**src/rtl/lsu_split.sv**
```systemverilog
// Load/store unit: turns a core memory-stage request into one or two aligned
// valid/ready memory beats and returns a lane-merged, extended load result.
module lsu_split #(
    parameter int unsigned ADDR_W           = 32,
    parameter bit          MISALIGNED_SPLIT = 1'b0
) (
    input  logic              i_clk,
    input  logic              i_rst_n,
    input  logic              i_req_valid,
    output logic              o_req_ready,
    input  logic              i_req_wen,
    input  logic [1:0]        i_req_size,
    input  logic              i_req_unsigned,
    input  logic [ADDR_W-1:0] i_req_addr,
    input  logic [31:0]       i_req_wdata,
    output logic              o_rsp_valid,
    input  logic              i_rsp_ready,
    output logic [31:0]       o_rsp_rdata,
    output logic              o_rsp_trap,
    output logic              o_mem_valid,
    input  logic              i_mem_ready,
    output logic [ADDR_W-1:0] o_mem_addr,
    output logic              o_mem_ren,
    output logic              o_mem_wen,
    output logic [3:0]        o_mem_mask,
    output logic [31:0]       o_mem_wdata,
    input  logic              i_mem_rvalid,
    input  logic [31:0]       i_mem_rdata
);

    typedef enum logic [2:0] {
        IDLE,
        ISSUE0,
        WAIT0,
        ISSUE1,
        WAIT1,
        RESP
    } state_e;

    state_e            state_q, state_d;
    logic              wen_q, wen_d;
    logic              unsigned_q, unsigned_d;
    logic              trap_q, trap_d;
    logic [1:0]        off_q, off_d;
    logic [2:0]        nbytes_q, nbytes_d;
    logic [ADDR_W-1:0] base_q, base_d;
    logic [31:0]       wdata_q, wdata_d;
    logic [31:0]       d0_q, d0_d;
    logic [31:0]       d1_q, d1_d;

    logic [2:0]  span_end;
    logic        crossing;
    logic        misaligned;
    logic [7:0]  lane_mask;
    logic [63:0] wide_wdata;
    logic [31:0] merged;
    logic [31:0] load_ext;
    logic        beat1;

    // Byte lanes and store data laid out over two consecutive words;
    // the upper half is only used by the second beat of a crossing access.
    always_comb begin
        span_end   = {1'b0, off_q} + nbytes_q;
        crossing   = span_end > 3'd4;
        lane_mask  = ((8'h01 << nbytes_q) - 8'h01) << off_q;
        wide_wdata = {32'h0, wdata_q} << {off_q, 3'b000};
        merged     = 32'({d1_q, d0_q} >> {off_q, 3'b000});
        case (nbytes_q)
            3'd1:    load_ext = unsigned_q ? {24'h0, merged[7:0]}
                                           : {{24{merged[7]}}, merged[7:0]};
            3'd2:    load_ext = unsigned_q ? {16'h0, merged[15:0]}
                                           : {{16{merged[15]}}, merged[15:0]};
            default: load_ext = merged;
        endcase
    end

    always_ff @(posedge i_clk) begin
        if (!i_rst_n) begin
            state_q <= IDLE;
        end else begin
            state_q <= state_d;
        end
    end

    always_ff @(posedge i_clk) begin
        if (!i_rst_n) begin
            wen_q      <= 1'b0;
            unsigned_q <= 1'b0;
            trap_q     <= 1'b0;
            off_q      <= '0;
            nbytes_q   <= '0;
            base_q     <= '0;
            wdata_q    <= '0;
            d0_q       <= '0;
            d1_q       <= '0;
        end else begin
            wen_q      <= wen_d;
            unsigned_q <= unsigned_d;
            trap_q     <= trap_d;
            off_q      <= off_d;
            nbytes_q   <= nbytes_d;
            base_q     <= base_d;
            wdata_q    <= wdata_d;
            d0_q       <= d0_d;
            d1_q       <= d1_d;
        end
    end

    always_comb begin
        state_d    = state_q;
        wen_d      = wen_q;
        unsigned_d = unsigned_q;
        trap_d     = trap_q;
        off_d      = off_q;
        nbytes_d   = nbytes_q;
        base_d     = base_q;
        wdata_d    = wdata_q;
        d0_d       = d0_q;
        d1_d       = d1_q;
        misaligned = (i_req_size == 2'b01 && i_req_addr[0]) ||
                     (i_req_size == 2'b10 && i_req_addr[1:0] != 2'b00);
        case (state_q)
            IDLE: begin
                if (i_req_valid) begin
                    wen_d      = i_req_wen;
                    unsigned_d = i_req_unsigned;
                    off_d      = i_req_addr[1:0];
                    base_d     = {i_req_addr[ADDR_W-1:2], 2'b00};
                    wdata_d    = i_req_wdata;
                    trap_d     = 1'b0;
                    case (i_req_size)
                        2'b00:   nbytes_d = 3'd1;
                        2'b01:   nbytes_d = 3'd2;
                        default: nbytes_d = 3'd4;
                    endcase
                    if (i_req_size == 2'b11 || (misaligned && !MISALIGNED_SPLIT)) begin
                        trap_d  = 1'b1;
                        state_d = RESP;
                    end else begin
                        state_d = ISSUE0;
                    end
                end
            end
            ISSUE0: begin
                if (i_mem_ready) begin
                    if (!wen_q)        state_d = WAIT0;
                    else if (crossing) state_d = ISSUE1;
                    else               state_d = RESP;
                end
            end
            WAIT0: begin
                if (i_mem_rvalid) begin
                    d0_d    = i_mem_rdata;
                    state_d = crossing ? ISSUE1 : RESP;
                end
            end
            ISSUE1: begin
                if (i_mem_ready) state_d = wen_q ? RESP : WAIT1;
            end
            WAIT1: begin
                if (i_mem_rvalid) begin
                    d1_d    = i_mem_rdata;
                    state_d = RESP;
                end
            end
            RESP: begin
                if (i_rsp_ready) state_d = IDLE;
            end
            default: state_d = IDLE;
        endcase
    end

    always_comb begin
        beat1       = state_q == ISSUE1;
        o_req_ready = state_q == IDLE;
        o_mem_valid = state_q == ISSUE0 || state_q == ISSUE1;
        o_mem_ren   = o_mem_valid && !wen_q;
        o_mem_wen   = o_mem_valid && wen_q;
        o_mem_addr  = '0;
        o_mem_mask  = '0;
        o_mem_wdata = '0;
        if (o_mem_valid) begin
            o_mem_addr = beat1 ? base_q + ADDR_W'(4) : base_q;
            o_mem_mask = beat1 ? lane_mask[7:4] : lane_mask[3:0];
        end
        if (o_mem_wen) begin
            o_mem_wdata = beat1 ? wide_wdata[63:32] : wide_wdata[31:0];
        end
        o_rsp_valid = state_q == RESP;
        o_rsp_trap  = o_rsp_valid && trap_q;
        o_rsp_rdata = (o_rsp_valid && !trap_q && !wen_q) ? load_ext : '0;
    end

endmodule

```
**config.mk**
```make
export PLATFORM = sky130hd
export DESIGN_NAME = lsu_split
export DESIGN_NICKNAME = d
export VERILOG_FILES = /design/src/rtl/lsu_split.sv
export SDC_FILE = /design/constraint.sdc
export NUM_CORES = 1
export LEC_CHECK = 0
export CORE_ASPECT_RATIO = 1.1
export CORE_MARGIN = 3
export CORE_UTILIZATION = 25
export CTS_CLUSTER_DIAMETER = 100
export CTS_CLUSTER_SIZE = 14
export DETAILED_ROUTE_END_ITERATION = 16
export SLEW_MARGIN = 20
export SYNTH_ARGS = -nofsm -noshare
export SYNTH_HDL_FRONTEND = slang
export SYNTH_SLANG_ARGS = --single-unit
```
**constraint.sdc**
```tcl
create_clock -name i_clk -period 2.7 [get_ports i_clk]
set_input_delay 0.405 -clock i_clk [delete_from_list [all_inputs] [get_ports i_clk]]
set_output_delay 0.405 -clock i_clk [all_outputs]
set_load 0.01 [all_outputs]
```
Word-level counts from Yosys, hierarchy flattened
Cells that the tools add are included.
{"block": "classes", "shifts": 4, "n_addsub": 3, "n_lt_le_gt_ge": 1, "n_reduce_logical": 19, "eq_ne": 16, "n_mux": 23}
{"cell": "$mux 32", "count": 7}
{"cell": "$pmux 32 s2", "count": 1}
{"cell": "$shl 32x5->64", "count": 1}
{"cell": "$shr 64x5->32", "count": 1}
{"cell": "$add 32x3->32 const B", "count": 1}
{"cell": "$mux 3", "count": 9}
{"cell": "$pmux 3 s6", "count": 1}
{"cell": "$ne 2x2->1 const B", "count": 5}
{"cell": "$eq 3x2->1 const B", "count": 3}
{"cell": "$mux 4", "count": 2}
{"cell": "$shl 1x3->8 const A", "count": 1}
{"cell": "$shl 8x2->8", "count": 1}
{"cell": "$sub 8x1->8 const B", "count": 1}
{"cell": "$logic_and 1x1->1", "count": 7}
{"cell": "$eq 3x1->1 const B", "count": 2}
{"cell": "$eq 3x3->1 const B", "count": 2}
{"cell": "$pmux 3 s2", "count": 1}
{"cell": "$reduce_and 2->1", "count": 3}
{"cell": "$reduce_and 6->1", "count": 1}
{"cell": "$eq 2x2->1 const B", "count": 2}
{"cell": "$add 2x3->3", "count": 1}
{"cell": "$gt 3x3->1 const B", "count": 1}
{"cell": "$logic_not 3->1", "count": 1}
{"cell": "$logic_or 1x1->1", "count": 3}
{"cell": "other kinds (6)", "count": 8}
{"block": "word_totals", "out_inout_bits": 106, "inputBits": 106, "regBits": 137}

Longest topological paths before layout
Gate-level depths: netlist of the first run.
{"block": "depth", "ltp_word": 7, "ltp_mapped": 10, "ltp_nobuf": 8}

Least setup slack after synthesis of the first run
No wires, ideal clock.
{"block": "synth_timing", "path_kind": "flip-flop to output port", "startpoint": "reg nbytes_q[0]", "endpoint": "out o_mem_mask[3]", "setup_slack_ns": -0.215, "n_path_buf": 3, "arrival_time_ns": 2.510, "stages_incl_launch_ff": 11, "cell_sequence": "dfxtp_1 -> buf_4 -> or3b_4 -> buf_2 -> ha_1 -> clkbuf_1 -> nor2_1 -> o21ai_0 -> o21ai_0 -> a21oi_1 -> a2111oi_0"}
{"block": "synth_between", "elab_chain_cells": 5}
{"item": "start, declared", "line_no": "45", "text": "logic [2:0] nbytes_q, nbytes_d;"}
{"item": "start signal, assigned", "line_no": "101", "text": "nbytes_q <= nbytes_d;"}
{"item": "$shl 1x3->8", "line_no": "65", "text": "lane_mask = ((8'h01 << nbytes_q) - 8'h01) << off_q;"}
{"item": "$sub 8x1->8", "line_no": "65"}
{"item": "$shl 8x2->8", "line_no": "65"}
{"item": "$mux 4", "line_no": "184", "text": "o_mem_mask = beat1 ? lane_mask[7:4] : lane_mask[3:0];"}
{"item": "$mux 4", "line_no": "182", "text": "if (o_mem_valid) begin"}
{"item": "end, declared", "line_no": "25", "text": "output logic [3:0] o_mem_mask,"}
Every way passes these cells.

Final worst setup path of the first run
{"block": "layout_timing", "startpoint": "reg nbytes_q[1]", "endpoint": "out o_rsp_rdata[19]"}
{"block": "layout_between", "elab_chain_cells": 3}
{"item": "$eq 3x2->1 or $eq 3x1->1 (tied branches)", "line_no": "68", "text": "case (nbytes_q)"}
{"item": "$pmux 32 s2 (*)", "line_no": "68"}
{"item": "$mux 32 (*)", "line_no": "191", "text": "o_rsp_rdata = (o_rsp_valid && !trap_q && !wen_q) ? load_ext : '0;"}
{"item": "end, declared", "line_no": "18", "text": "output logic [31:0] o_rsp_rdata,"}
Mark *: on every way between the ends. The rest lies on a longest branch, timed or not.

==> impl_metrics.yaml, run 1 <==
floorplan:
  core-area_mm2: 0.0317
  rows: 68
  fp.dieH_um: 195
  die-area_mm2: 0.0348
  io_pins: 212
  die_x_um: 178
  start_util_pct: 25.7
cells_and_area:
  layoutNonFillerInstCount: 1724
  area_delta_synth_final_pct: 49.2
  finalInstanceArea_mm2: 0.0122
  drive_gt1_share_pct: 24.0
  fin_nets: 1400
routing:
  routed_via_density: 4.86
  drtIter0Drc: 506
  wl_per_cell_um: 17.4
  dr.pass1.iters: 5
  vias: 8381
  drc: 0
  totalWireLength_mm: 29.9
  drtAntennaViolNets: 0
worst_setup_path:
  rrSetupSlack_ps: 480
  crit_type: "reg -> out"
  r2r_cells: 9
  timing.critical_path.from: "nbytes_q[1]"
  critPathBufInv: 6
  worstReg2RegStart: "off_q[0]"
  path_max_fanout: 8
  crit_family: "buffers and inverters"
  crit_path_start_kind: "register"
  crit_chain: "or3b_4 > buf_4 > buf_12 > nand2b_4 > buf_6 > a21oi_4 > a21oi_4 > clkbuf_16 > buf_6 > nor3_4 > buf_2"
  cp_slowest_stage_delay_ps: 400
  critPathSlowestCell: "or3b_4"
  cp_num_cells: 11
  arrival_ps: 2480
  cp.required_ps: 2300
  cp-endpoint: "o_rsp_rdata[19]"
  end_kind: "output pin"
  r2r_end: "state_q[2]"
global_route:
  grt.met1_usage_pct: 21.1
  grt_pass1_vias: 8201
  track_usage_pct: 16.5
  antenna_found_initial: 3
  top_usage_layer: "met2"
  grt_max_degree: 62
  grtUsageMet2_pct: 27.4
  grt_pass1_wl_mm: 45.4
  grtUsageMet3_pct: 3.33
  grt-ovfl-total: 0
cts:
  htreeDepth: 4
  root_buffer: "clkbuf_16"
  insertion_delay_ps: 430
  cts_tree: "done"
  postCtsHoldBufs: 0
  clk_pin_slew_ps: 70
  cts_buffer_depth: 2
  cts_buffers: 17
  clock-sinks: 129
placed_design:
  dp.cells: 1648
  dp_hpwl_mm: 20.0
  io_buffers: 209
  placed_area_mm2: 0.0108
  gp_congestion: 0.803
sta:
  rsz0062_at_grt: "true"
  setup_violations: 20
  period_minus_slack_ps: 2880
  holdWs_ps: 457
  clock_skew_ps: 14.6
  maxSlewViolCount: 0
  worst_slew_pin_slew_ps: 776
  hold_viol: 0
  finalCritPeriodShare_pct: 107
  fmax_mhz: 347
  final.setup.worst_slack_ps: -181
  maxSlewHeadroom_pct: 48.2
outcome:
  outcome: "finished, violations left"
  violations: "setup timing"
worst_hold_path:
  worstHoldStart: "d1_q[20]"
  hold_class: "reg -> reg"
power_and_ir_drop:
  vdd_drop_max_v: 0.000417
  powerDensity_mw_per_mm2: 656
  p_leak_nw: 4.79
yosys:
  ys_types: 65
  async_flop_share_pct: 0
  synth_most_common_cell: "nand2_1"
  synthTopCellsByCount: "nand2_1 (281), dfxtp_1 (129), a21oi_1 (119)"
  ys.flop_type: "dfxtp_1"
  synth_edf_count: 0
  ys_warn_count: 0
  yosys-top-cells-area: "dfxtp_1 (32%), nand2_1 (13%), mux4_2 (8.8%)"
  yosys_register_bits: 129
  synth_top_area_share_pct: 31.7
  synth_area_mm2: 0.00815
  yosys.area.top_type: "dfxtp_1"
  seq_area_frac_synth_pct: 31.7
  synth_cells: 1062
  avgSynthCellArea_um2: 7.67
run:
  cap_violations: 0
## area by class of cell
type                    count  area, µm²
flip-flops and latches    129       2620
multi-input cells         819       5430
fillers                  3196      19600
diodes                      1       2.50
clock buffers              18        439
inverters                  22       82.6
repair buffers            301       2910
clock inverters            14        146
well taps                 420        526
## registers in the layout, indices dropped and copies added (netlist names)
name        cells
d1_q           24
state_q         3
wen_q           1
d0_q           32
off_q           2
unsigned_q      1
wdata_q        32
nbytes_q        3
base_q         30
trap_q          1
## per-stage QoR
| step | setup slack, ps | power, mW | TNS (ps) | util (%) |
|---|---|---|---|---|
| 5_1_grt | -284 | 8.46 | -3920 | 38.3 |
| 6_report | -181 | 7.97 | -1740 | 38.3 |
| 3_3_place_gp | -254 | 5.29 | -799 | 34.1 |
| 4_1_cts | -224 | 7.93 | -1200 | 37.2 |
| 3_5_place_dp | -291 | 5.34 | -977 | 34.1 |
| 2_1_floorplan | 8.71 | 4.24 | 0 | - |
## where the power goes
part | total, mW | switching (mW) | internal (mW) | leakage (nW)
combinational | 3.10 | 1.76 | 1.34 | 3.45
sequential | 2.49 | 0.292 | 2.20 | 1.06
clock | 2.38 | 1.05 | 1.33 | 0.276
## tightest hold or removal path, stage by stage, from the launching register on
cell	delay, ps
dfxtp_1	310
nand2_1	50
a21boi_1	50
## cell families after synthesis
| family | after synthesis | synth area share, % |
|---|---|---|
| other cells | 1 | 0.0460 |
| fa+ha+maj | 4 | 0.706 |
| buf+inv | 116 | 6.46 |
| compound gates | 229 | 17.0 |
| xor+xnor | 29 | 3.12 |
| flops | 129 | 31.7 |
| mux | 59 | 12.4 |
| simple gates | 495 | 28.6 |
## worst min-delay path by stage
| stage | endpoint | slack, ps | cells past startpoint |
|---|---|---|---|
| after detailed placement | d1_q[20] | 450 | 2 |
| after global routing | d1_q[20] | 470 | 2 |
| after CTS | d1_q[20] | 460 | 2 |
| after floorplan | d1_q[16] | 430 | 2 |
| after global placement | d1_q[17] | 440 | 2 |
| final | d1_q[20] | 460 | 2 |
## placed cells by master, fill, tap and decap left out, types with 5 or more instances in the layout
cell             Yosys  routed
dfxtp_4              0       6
nor2b_1             13      12
xnor2_1             23      22
o21ai_1              4       5
dlymetal6s2s_1       0      21
a211oi_2             0       7
buf_2               34      21
buf_6                3      20
dfxtp_1            129     113
o21ai_0             21      18
nor2_1              88      84
nor4_4               4       8
xor2_1               6       6
buf_4                7      58
buf_12               0      13
nor3_1              33      20
clkdlybuf4s50_1      0     120
dlygate4sd2_1        0      26
a21boi_0            22      22
mux4_2              32      32
inv_6                0       5
nand3_1             14      14
nor3_4               0      10
a21oi_1            119     118
nor3_2              16      19
and3_1               7       7
mux2i_1             14      14
mux2_2              13      13
a21boi_1            22      22
clkbuf_16            0      19
nand2_1            281     278
inv_1               20      19
dfxtp_2              0      10
clkbuf_2             0      15
## timing repair
| action | CTS | global route |
|---|---|---|
| setup buffers | 22 | 18 |
| pin swaps | 17 | 24 |
| setup endpoints to repair | 94 | 51 |
| gates cloned | 2 | 1 |
| resized for setup | 214 | 105 |
## routing by layer
layer  share of wire (%)  wire, µm
met1                  42     12600
met4                 2.5       754
met2                  49     14600
met5               0.084        25
met3                 6.5      1960
No activity file was read; power rests on OpenSTA's default activity.
==> run 2, diff against run 1 <==
- TNS_END_PERCENT: default -> 10
==> run 2 against run 1 <==
Net effect:
- the run still ends with setup timing left
- sequential power about the same
- critical path depth decreased by 2
- first-iteration DRC count decreased by 1.6%
- setup slack improved by 40 ps
- final area decreased by 2.0%
- wire length decreased by 3.2%
- worst hold slack about the same
- core utilization decreased by 0.75 points
- sequential cell count unchanged
- combinational power decreased by 5%
- non-clock buffer count decreased by 22
- count of clock-buffer cells in the layout unchanged
- largest power group unchanged
- highest routed layer unchanged
==> impl_metrics.yaml, run 2 (synthesis gave the netlist of run 1 again) <==
floorplan:
  io_pins: 212
  die_x_um: 178
  fp.dieH_um: 195
  die-area_mm2: 0.0348
  rows: 68
  start_util_pct: 25.7
  core-area_mm2: 0.0317
sta:
  rsz0062_at_grt: "true"
  maxSlewViolCount: 0
  final.setup.worst_slack_ps: -140
  worst_slew_pin_slew_ps: 786
  finalSetupTns_ps: -610
  hold_viol: 0
  period_minus_slack_ps: 2840
  holdWs_ps: 457
  finalCritPeriodShare_pct: 105
  maxSlewHeadroom_pct: 47.6
  setup_violations: 9
  fmax_mhz: 352
  clock_skew_ps: 18.0
routing:
  drc: 0
  wl_per_cell_um: 17.0
  vias: 8263
  totalWireLength_mm: 29.0
  dr.pass1.iters: 4
  drtIter0Drc: 498
  routed_via_density: 4.85
  drtAntennaViolNets: 0
worst_setup_path:
  r2r_cells: 9
  path_max_fanout: 2
  end_kind: "output pin"
  arrival_ps: 2440
  r2r_end: "state_q[2]"
  cp.required_ps: 2300
  rrSetupSlack_ps: 510
  cp_slowest_stage_delay_ps: 420
  crit_path_start_kind: "register"
  crit_type: "reg -> out"
  crit_chain: "or3b_4 > ha_4 > nand2b_4 > mux2i_1 > o221ai_1 > o21ai_1 > a2111oi_2 > buf_4 > buf_6"
  critPathSlowestCell: "or3b_4"
  worstReg2RegStart: "off_q[0]"
cts:
  cts_buffer_depth: 2
  cts_buffers: 17
  htreeDepth: 4
  insertion_delay_ps: 430
  cts_tree: "done"
  root_buffer: "clkbuf_16"
  clk_pin_slew_ps: 70
  clock-sinks: 129
  postCtsHoldBufs: 0
placed_design:
  placed_area_mm2: 0.0108
  io_buffers: 209
  dp_hpwl_mm: 20.0
  gp_congestion: 0.803
cells_and_area:
  reg.largest.list: "d0_q (32), wdata_q (32), base_q (30)"
  area_delta_synth_final_pct: 46.3
  multi_input_area_mm2: 0.00534
  mostFrequentLayoutCells: "nand2_1 (278), clkdlybuf4s50_1 (122), a21oi_1 (119)"
  layout_commonest_cell: "nand2_1"
  fillers: 3218
  fin_nets: 1378
  drive_gt1_share_pct: 21.3
  area.sequential_mm2: 0.00261
  finalInstanceArea_mm2: 0.0119
global_route:
  grt_pass1_wl_mm: 44.7
  grt_max_degree: 62
  grt-ovfl-total: 0
  antenna_found_initial: 3
  grt_pass1_vias: 8041
  track_usage_pct: 16.3
worst_hold_path:
  hold_class: "reg -> reg"
  worstHoldStart: "d1_q[20]"
  whs_endpoint: "d1_q[20]"
  whs_path_depth: 2
power_and_ir_drop:
  vdd_drop_max_v: 0.000418
  p_leak_nw: 4.90
  powerDensity_mw_per_mm2: 657
  power_mw: 7.83
outcome:
  violations: "setup timing"
  outcome: "finished, violations left"
run:
  cap_violations: 0
run 2: changes by cell type in the layout (fill, tap and decap cells not counted), sizes merged:
cell	change
buf	-23
diode	+1
clkdlybuf4s50	+2
clkbuf	-12
dlymetal6s2s	+19
clkdlybuf4s15	-1
dlygate4sd2	-7
run 2: area by class of cell:
type	count	share of cell area [%]
clock inverter	14	1.23
tap	420	4.41
inverter	22	0.693
timing repair buffer	279	23.2
sequential	129	21.9
antenna	2	0.0420
multi-input combinational	819	44.8
clock buffer	18	3.68
run 2: worst max-delay path by stage:
stage,depth (start not counted),to,from,slack (ps)
after floorplan,10,o_mem_mask[3],nbytes_q[0],9
after global placement,9,o_mem_mask[3],nbytes_q[0],-250
after detailed placement,9,o_mem_mask[3],nbytes_q[0],-290
after CTS,9,o_mem_mask[0],nbytes_q[2],-220
after global routing,9,o_mem_mask[3],nbytes_q[2],-290
final,9,o_mem_mask[3],nbytes_q[2],-140
run 2: metrics by stage:
| step | std cells | utilization, % | setup slack [ps] |
|---|---|---|---|
| 5_1_grt | 1702 | 37.6 | -289 |
| 3_3_place_gp | 1648 | 34.1 | -254 |
| 3_5_place_dp | 1648 | 34.1 | -291 |
| 2_1_floorplan | 1063 | - | 8.71 |
| 4_1_cts | 1690 | 36.4 | -219 |
| 6_report | 1703 | 37.6 | -140 |
run 2: report_power, final:
part | internal (mW) | switching (mW)
combinational | 1.28 | 1.68
sequential | 2.19 | 0.292
clock | 1.33 | 1.05
total | 4.80 | 3.02
run 2: timing repair:
item,4_1_cts,5_1_grt
pin swaps,9,14
setup endpoints to repair,94,79
setup buffers,8,11
resized for setup,161,96
cloned,2,0
run 2: metal layers:
metal | GRT usage (%) | routed length [µm] | up-vias
met5 | 0 | 13 | -
met4 | 5.64 | 567 | 2
met3 | 3.31 | 2110 | 34
met2 | 27.1 | 14000 | 298
met1 | 21.0 | 12200 | 3877
li1 | - | - | 4052
run 2: critical path: cells and delay by family, from the launching register on:
kind | cells | cell delay [ps]
buffers and inverters | 2 | 270
multiplexers | 1 | 110
AND/OR/NAND/NOR | 2 | 560
flip-flops | 1 | 320
adder cells (fa/ha/maj) | 1 | 180
AO/OA/AOI/OAI | 3 | 570
==> run 3, diff against run 2 <==
- SLEW_MARGIN: 20 -> 15
- TNS_END_PERCENT: 10 -> 1
==> run 3 against run 2 <==
Net effect:
- the flow still finishes with violations (setup timing)
- sequential cell count unchanged
- setup slack got worse by 13 ps
- power fell by 0.73%
- fmax decreased by 0.46%
- wire length down 0.64%
- global-route usage decreased by 0.14 points
- critical path depth unchanged
- cell count decreased by 0.59%
- core utilization down 0.45 points
- die area stayed put
==> impl_metrics.yaml, run 3 (synthesis gave the netlist of run 1 again) <==
outcome:
  outcome: "finished, violations left"
  violations: "setup timing"
power_and_ir_drop:
  p_leak_nw: 4.61
  seq_power_share_pct: 32.2
  power_mw: 7.77
  comb_power_share_pct: 37.3
  clock_power_share_pct: 30.6
  swShare_pct: 38.6
  p_int_mw: 4.77
  vdd_drop_max_v: 0.000401
  p_switching_mw: 3.00
  powerDensity_mw_per_mm2: 660
global_route:
  antenna_found_initial: 3
  grt_pass1_wl_mm: 44.4
  grt_max_degree: 62
  grt_pass1_vias: 7986
  grt-ovfl-total: 0
  track_usage_pct: 16.2
worst_setup_path:
  path_max_fanout: 7
  arrival_ps: 2450
  path_common_cell: "buf_4"
  cp-endpoint: "o_mem_mask[2]"
  rrSetupSlack_ps: 360
  critPathSlowestCell: "or3b_4"
  crit_type: "reg -> out"
  crit_chain: "or3b_4 > ha_4 > buf_4 > buf_4 > a31oi_2 > a2bb2oi_2 > o21ai_2 > o31ai_2 > buf_4"
  timing.critical_path.from: "nbytes_q[2]"
  cp.required_ps: 2300
  critPathBufInv: 3
  crit_family: "compound AO/OA/AOI/OAI gates"
  r2r_end: "state_q[2]"
  r2r_cells: 9
  crit_path_start_kind: "register"
  end_kind: "output pin"
  cp_slowest_stage_delay_ps: 410
  worstReg2RegStart: "off_q[0]"
  cp_num_cells: 9
cells_and_area:
  area.sequential_mm2: 0.00261
  reg.largest.list: "d0_q (32), wdata_q (32), base_q (30)"
  finalInstanceArea_mm2: 0.0118
  drive_gt1_share_pct: 19.5
  mostFrequentLayoutCells: "nand2_1 (279), clkdlybuf4s50_1 (140), a21oi_1 (119)"
  fin_nets: 1368
  fillers: 3240
  area_delta_synth_final_pct: 44.5
  layoutNonFillerInstCount: 1693
  layout_commonest_cell: "nand2_1"
  multi_input_area_mm2: 0.00529
sta:
  worst_slew_pin_slew_ps: 792
  period_minus_slack_ps: 2850
  maxSlewHeadroom_pct: 47.2
  setup_violations: 21
  maxSlewViolCount: 0
  clock_skew_ps: 17.5
  fmax_mhz: 350
  rsz0062_at_grt: "true"
  final.setup.worst_slack_ps: -153
  holdWs_ps: 457
  finalSetupTns_ps: -1380
  hold_viol: 0
  finalCritPeriodShare_pct: 106
cts:
  cts_buffer_depth: 2
  clock-sinks: 129
  cts_tree: "done"
  insertion_delay_ps: 430
  postCtsHoldBufs: 0
  htreeDepth: 4
  root_buffer: "clkbuf_16"
  cts_buffers: 17
  clk_pin_slew_ps: 70
routing:
  vias: 8149
  dr.pass1.iters: 5
  drtAntennaViolNets: 0
  drtIter0Drc: 431
  totalWireLength_mm: 28.8
  wl_per_cell_um: 17.0
  routed_via_density: 4.81
  drc: 0
floorplan:
  core-area_mm2: 0.0317
  die_x_um: 178
  die-area_mm2: 0.0348
  start_util_pct: 25.7
  fp.dieH_um: 195
  io_pins: 212
  rows: 68
placed_design:
  dp_hpwl_mm: 20.0
  gp_congestion: 0.803
  io_buffers: 209
  placed_area_mm2: 0.0108
  dp.cells: 1648
worst_hold_path:
  whs_path_depth: 2
  hold_class: "reg -> reg"
run:
  cap_violations: 0
-- run 3: cell types whose count changed in the layout (fill, tap and decap cells not counted), sizes merged --
cell	previous run	this run
buf	90	64
clkdlybuf4s50	122	140
dlymetal6s2s	40	31
clkbuf	24	29
dlygate4sd2	19	23
clkdlybuf4s15	2	0
-- run 3: tightest hold or removal path, delay by kind of cell (launching register included) --
kind	cells	cell delay [ps]
DFF	1	310
and+or+nand+nor	1	50
AOI/OAI and AO/OA	1	50
-- run 3: what timing repair did --
action,4_1_cts,5_1_grt
setup endpoints to repair,94,89
setup buffers,4,6
endpoints found under the hold margin,0,0
gates cloned,1,0
pin swaps,4,14
gates resized for setup,87,99
-- run 3: worst min-delay path by stage --
stage | slack (ps) | start | to
3_3_place_gp | 440 | d1_q[17] | d1_q[17]
3_5_place_dp | 450 | d1_q[20] | d1_q[20]
4_1_cts | 460 | d1_q[20] | d1_q[20]
5_1_grt | 470 | d1_q[20] | d1_q[20]
2_1_floorplan | 430 | d1_q[16] | d1_q[16]
6_report | 460 | d1_q[20] | d1_q[20]
-- run 3: power by group through the flow --
stage / sequential [mW] / clock (mW) / combinational [mW]
2_1_floorplan: 2.40 / 0 / 1.84
3_3_place_gp: 2.50 / 0 / 2.79
3_5_place_dp: 2.51 / 0 / 2.83
4_1_cts: 2.49 / 2.44 / 2.87
5_1_grt: 2.55 / 2.52 / 3.21
6_report: 2.50 / 2.38 / 2.90
-- run 3: area by class of cell --
| class | count | share of cell area (%) |
|---|---|---|
| antenna | 2 | 0.0425 |
| clock buffer | 18 | 3.73 |
| clock inverter | 14 | 1.24 |
| inverter | 22 | 0.701 |
| multi-input combinational | 819 | 44.9 |
| sequential | 129 | 22.2 |
| tap | 420 | 4.46 |
| timing repair buffer | 269 | 22.7 |
-- run 3: stage by stage --
| step | setup WS [ps] | utilization [%] |
|---|---|---|
| 2_1_floorplan | 8.71 | - |
| 3_3_place_gp | -254 | 34.1 |
| 3_5_place_dp | -291 | 34.1 |
| 4_1_cts | -254 | 36.3 |
| 5_1_grt | -300 | 37.1 |
| 6_report | -153 | 37.1 |
-- run 3: per-layer routing --
metal  vias to the layer above  GRT usage (%)  wire [µm]  share of wire [%]
li1                       4031              -          -                  -
met1                      3813           20.8      12200                 43
met2                       270           27.0      14000                 49
met3                        33           3.21       2040                7.1
met4                         2           5.44        520                1.8
met5                         -              0         13              0.045
